## config.mk

```make
export PLATFORM = sky130hd
export DESIGN_NAME = snake_motion_ctrl
export DESIGN_NICKNAME = d
export VERILOG_FILES = /design/src/rtl/snake_motion_ctrl.sv
export SDC_FILE = /design/constraint.sdc
export NUM_CORES = 1
export LEC_CHECK = 0
export BUFFER_PORTS_ARGS = -buffer_cell sky130_fd_sc_hd__clkbuf_2
export CAP_MARGIN = 10
export CORE_UTILIZATION = 35
export CTS_CLUSTER_SIZE = 10
export DETAILED_ROUTE_END_ITERATION = 10
export PLACE_DENSITY = 0.57
export SYNTH_ARGS = -nofsm -noshare
export SYNTH_HDL_FRONTEND = slang
export SYNTH_SLANG_ARGS = --single-unit
```

## constraint.sdc

```tcl
create_clock -name iVGA_CLK -period 6.05 [get_ports iVGA_CLK]
set_input_delay 0.3025 -clock iVGA_CLK [delete_from_list [all_inputs] [get_ports iVGA_CLK]]
set_output_delay 0.3025 -clock iVGA_CLK [all_outputs]
set_load 0.02 [all_outputs]
```

## src/rtl/snake_motion_ctrl.sv

```systemverilog
// Snake game sequencer: owns segment coordinates and level, steps the snake on frame ticks.
// Optional body-collision detection is enabled by defining SELF_COLLIDE_EN.
module snake_motion_ctrl #(
  parameter int STEP_FRAMES = 8,
  parameter int START_X     = 100,
  parameter int START_Y     = 100,
  parameter int PARK        = 1023
) (
  input  logic         iVGA_CLK,
  input  logic         iRST_n,
  input  logic         iFrame_Tick,
  input  logic         iStart,
  input  logic         iDir_Valid,
  input  logic [1:0]   iDir,
  output logic [119:0] oSegX,
  output logic [119:0] oSegY,
  output logic [1:0]   oFlag,
  output logic         oGame_Over,
  output logic         oWin
);
  typedef enum logic [1:0] {S_IDLE, S_RUN, S_DEAD, S_WIN} state_t;

  localparam logic [9:0] PARK_C   = 10'(PARK);
  localparam logic [9:0] START_YC = 10'(START_Y);
  localparam logic [7:0] CNT_LAST = 8'(STEP_FRAMES - 1);
  localparam logic [1:0] D_RIGHT  = 2'd0;
  localparam logic [1:0] D_DOWN   = 2'd1;
  localparam logic [1:0] D_LEFT   = 2'd2;
  localparam logic [1:0] D_UP     = 2'd3;

  state_t     state;
  logic [9:0] seg_x [12];
  logic [9:0] seg_y [12];
  logic [1:0] flag;
  logic [1:0] dir_pend;
  logic [1:0] dir_last;
  logic [7:0] cnt;
  logic       game_over;
  logic       win;

  logic       dir_ok, step, door, wall, body_hit, target;
  logic [1:0] dir_step;
  logic [9:0] head_x, head_y;
  logic [3:0] n_cur, n_next;

  function automatic logic [3:0] seg_count(input logic [1:0] lvl);
    case (lvl)
      2'd0:    return 4'd4;
      2'd1:    return 4'd8;
      default: return 4'd12;
    endcase
  endfunction

  function automatic logic [9:0] start_x(input int k);
    return 10'(START_X - 20 * k);
  endfunction

  always_comb begin
    n_cur    = seg_count(flag);
    n_next   = seg_count(flag + 2'd1);
    // A request exactly opposite the last executed step would fold the snake onto itself
    dir_ok   = iDir_Valid && ((iDir ^ dir_last) != 2'd2);
    dir_step = dir_ok ? iDir : dir_pend;
    step     = (state == S_RUN) && iFrame_Tick && (cnt == CNT_LAST);
    head_x   = seg_x[0];
    head_y   = seg_y[0];
    case (dir_step)
      D_RIGHT: head_x = seg_x[0] + 10'd20;
      D_DOWN:  head_y = seg_y[0] + 10'd20;
      D_LEFT:  head_x = seg_x[0] - 10'd20;
      default: head_y = seg_y[0] - 10'd20;
    endcase
    door     = (flag == 2'd2) && (head_x == 10'd0) && (head_y == 10'd100);
    wall     = (head_x < 10'd20) || (head_x >= 10'd600) ||
               (head_y < 10'd20) || (head_y >= 10'd440);
    body_hit = 1'b0;
`ifdef SELF_COLLIDE_EN
    // New seg k is old seg k-1, so compare the new head against the pre-step body
    for (int k = 1; k < 12; k++)
      if ((4'(k) < n_cur) && (head_x == seg_x[k-1]) && (head_y == seg_y[k-1]))
        body_hit = 1'b1;
`endif
    target   = ((flag == 2'd0) && (head_x == 10'd300) && (head_y == 10'd200)) ||
               ((flag == 2'd1) && (head_x == 10'd160) && (head_y == 10'd300));
  end

  always_ff @(posedge iVGA_CLK or negedge iRST_n) begin
    if (!iRST_n) begin
      state     <= S_IDLE;
      flag      <= 2'd0;
      dir_pend  <= D_RIGHT;
      dir_last  <= D_RIGHT;
      cnt       <= 8'd0;
      game_over <= 1'b0;
      win       <= 1'b0;
      for (int k = 0; k < 12; k++) begin
        seg_x[k] <= PARK_C;
        seg_y[k] <= PARK_C;
      end
    end else if (iStart) begin
      state     <= S_RUN;
      flag      <= 2'd0;
      dir_pend  <= D_RIGHT;
      dir_last  <= D_RIGHT;
      cnt       <= 8'd0;
      game_over <= 1'b0;
      win       <= 1'b0;
      for (int k = 0; k < 12; k++) begin
        seg_x[k] <= (k < 4) ? start_x(k) : PARK_C;
        seg_y[k] <= (k < 4) ? START_YC   : PARK_C;
      end
    end else if (state == S_RUN) begin
      if (dir_ok) dir_pend <= iDir;
      if (iFrame_Tick) cnt <= step ? 8'd0 : cnt + 8'd1;
      if (step) begin
        dir_pend <= dir_step;
        dir_last <= dir_step;
        seg_x[0] <= head_x;
        seg_y[0] <= head_y;
        for (int k = 1; k < 12; k++)
          if (4'(k) < n_cur) begin
            seg_x[k] <= seg_x[k-1];
            seg_y[k] <= seg_y[k-1];
          end
        if (door) begin
          state <= S_WIN;
          win   <= 1'b1;
        end else if (wall || body_hit) begin
          state     <= S_DEAD;
          game_over <= 1'b1;
        end else if (target) begin
          flag     <= flag + 2'd1;
          dir_pend <= D_RIGHT;
          dir_last <= D_RIGHT;
          for (int k = 0; k < 12; k++) begin
            seg_x[k] <= (4'(k) < n_next) ? start_x(k) : PARK_C;
            seg_y[k] <= (4'(k) < n_next) ? START_YC   : PARK_C;
          end
        end
      end
    end
  end

  for (genvar g = 0; g < 12; g++) begin : g_pack
    assign oSegX[10*g +: 10] = seg_x[g];
    assign oSegY[10*g +: 10] = seg_y[g];
  end

  assign oFlag      = flag;
  assign oGame_Over = game_over;
  assign oWin       = win;
endmodule

```

==> impl_results.md <==
- Syn nets: about 1300
- Vias in the first global route: 10600
- Placed Instance Area: roughly 14000 um2
- M3 GR Usage: under 10%
- DRT Wirelength: 41500 um
- Worst slew margin: about a quarter
- TNS Setup: 0 ns
- Pwr Density: ~270 nW/um2
- Router iterations before antenna repair: 5
- RSZ-0062 raised after global routing: false
- Worst min-delay path class: in -> reg
- Crit path DAT: around 6.1 ns
- LEAKAGE: approximately 6.3 nW
- Largest net degree at the start of global routing: 107
- Largest area contributor in the netlist: dfstp_2
- Ant diodes: 0
- Detailed Route Iter0 Violations: between 600 and 700
- Pre-CTS WS: ~0.64 ns
- Avg Cell Area, Syn: ~10 um2
- Full die area: 36900 um2
- Design area: roughly 15000 um2
- Top-Level Pins: about 250
- Total Nets Final: roughly 1500
- Most frequent cells after synthesis: dfstp_2, a21oi_1, nand2_1
- Clk Tree Root Cell: clkbuf_16
- TritonCTS buffer count: 31
- Peak VDD IR: between 200 and 250 uV
- Async SR Flop Fraction: 100%
- Tightest Pin Transition: between 1 and 1.5 ns
- Ys flop type: dfstp_2
- Post-cts resize count: 0
- Placed instance count: 1882
- Setup bufs post-CTS: 0
- Grt peak-use layer: met2
- Dpl hpwl: 28100 um
- Final WS setup: 0.502 ns
- Die width: 192 um
- Initial antenna violation count: 0
- Antenna viol nets, final: 0
- FF+latch area: about 6700 um2
- Synth Warn #: 0
- Fin. Hold Viols: 0
- Clock Skew: around 0.015 ns
- Synth top area cells: dfstp_2, a21oi_1, o2bb2ai_1, dfrtp_1, o22a_1
- CP Launch Type: register
- Sequential fraction of the synthesis area: 52.9%
- Layout fillers: about 3500
- Row count: about 70
- Critical Path RT: approximately 6.6 ns
- Count leader, synth: dfstp_2
- Synth Cell Area: between 10000 and 15000 um2
- GRT Util Overall: 22.1%
- Die height: ~190 um
- Setup CP Type: reg -> reg
- FMAX: approximately 0.18 GHz
- CP endpoint kind: register
- Grt ovf: 0
- CTS tree: built
- GR Util met2: 34.3%
- CORE AREA: 35600 um2
- Post-synth top area share: 49.3%
- Count of pins over their slew limit: 0
- Gpl congestion: slightly below 0.9
- Status: complete, no violations
- DR vias/cell: roughly 5.6
- Reg clk slew, reported paths: 0.06 ns
- Via count: roughly 11000
- Sink Count: 255
- Global-route wire length before repair: 63900 um
- DRC Markers: 0
- Max-Cap Viols: 0
- Clk_lat worst skew: approximately 0.57 ns
- Layout Area Growth over Synthesis: 20.9%
- Number of port buffers: 250
- Worst Path Max Fanout: 34
- Fin crit share: 91.7%
- Layout cells sized above 1: roughly two fifths
- H-tree depth: 1
- Post-synthesis instance total: 1240
- Multi-input logic area: 5410 um2
- Initial core utilization: between 30% and 40%
- WL/cell: between 20 and 25 um
- Final Critical Period: 5.55 ns
- Met1 Use GR: a little under a third
- Cell variety after synth: 74
- Final core utilization: a little over two fifths
- Final cell count without fillers: 1930
- Synthesized flop and latch total: 255
- Number of synthesized flops with an enable pin: 0
- Final setup fails: 0
- Clock buffer depth: 3
[flip-flops by register name (all words and copies together), names as in the netlist]
name and cells:
oGame_Over 1, state 2, oFlag 2, oWin 1
oSegX 118, cnt 8, dir_last 2, oSegY 119
dir_pend 2
[worst max-delay path, stage by stage (launching register included)]
cell and delay (ns):
dfrtp_1 0.49, nor2b_1 0.21, a311o_1 0.41, nand2_1 0.11, nand2_1 0.17, ha_1 0.45
a21o_1 0.24, a2111oi_0 0.41, a21oi_1 0.21, xnor2_1 0.18, or3_1 0.35, and4_1 0.32
nand4_1 0.24, nand2_1 0.44, a21oi_4 0.94, a22o_1 0.28
[power breakdown]
group | switching, W | internal, W | leakage (nW) | total, W
combinational | 0.000418 | 0.000211 | 3.17 | 0.000629
sequential | 0.0000657 | 0.00175 | 2.73 | 0.00181
clock | 0.000719 | 0.00103 | 0.450 | 0.00174
[cells by family after synthesis]
family / synth area share (%)
compound gates: 26.0
xor+xnor: 1.30
fa+ha+maj: 1.64
buf+inv: 4.86
flops: 52.9
mux: 0.733
simple gates: 12.6
[routing by layer]
layer / up-vias / wire [um]
met4: 0 / 1190
met2: 333 / 18800
met5: - / 0
li1: 5004 / -
met3: 69 / 2480
met1: 5475 / 19100
[stage by stage]
step	hold slack, ns	total power (W)
final	0.204	0.00419
after global routing	0.233	0.00436
after CTS	0.196	0.00422
after detailed placement	0.437	0.00246
after global placement	0.436	0.00246
after floorplan	0.00691	0.00224
[placed cells by master (no fill, tap or decap), types with 6 or more instances in the layout]
cell / instances
a211oi_1: 6
a21o_1: 6
a21oi_1: 136
a221o_1: 9
a22o_1: 36
a22oi_1: 7
a31oi_1: 9
and2_1: 7
buf_4: 30
clkbuf_1: 9
clkbuf_16: 31
clkbuf_2: 249
dfrtp_1: 18
dfstp_2: 237
ha_1: 14
inv_1: 50
mux2i_1: 7
nand2_1: 97
nand2b_1: 11
nand3_1: 47
nand4_1: 14
nor2_1: 58
nor3_1: 31
o211ai_1: 8
o21ai_0: 79
o22a_1: 48
o2bb2ai_1: 76
xnor2_1: 10
[final cells by class]
class                   instances  area share [%]
flip-flops and latches        255            43.7
clock inverters                 6           0.623
well taps                     461            3.78
multi-input cells             836            35.4
inverters                      50            1.23
clock buffers                  41            5.39
repair buffers                281            9.80
[worst paths after layout]
check	slack, ns	endpoint	cells past startpoint	from
worst max register to register	0.50	oSegY[64]$_DFFE_PN1P_	15	dir_pend[1]$_DFFE_PN0N_
min in group asynchronous	0.40	oFlag[0]$_DFFE_PN0P_	2	iRST_n
worst min register to register	0.48	oSegY[118]$_DFFE_PN1P_	1	oSegY[118]$_DFFE_PN1P_
max in group asynchronous	4.21	cnt[2]$_DFFE_PN0P_	3	iRST_n
worst max-delay path	0.50	oSegY[64]$_DFFE_PN1P_	15	dir_pend[1]$_DFFE_PN0N_
worst min-delay path	0.20	cnt[1]$_DFFE_PN0P_	4	iFrame_Tick
[what timing repair did]
| action | 4_1_cts | 5_1_grt |
|---|---|---|
| endpoints found under the hold margin | 7 | 0 |
| hold buffers | 1 | 0 |
| setup endpoints to repair | 0 | 0 |
No activity file was read; power rests on OpenSTA's default activity.
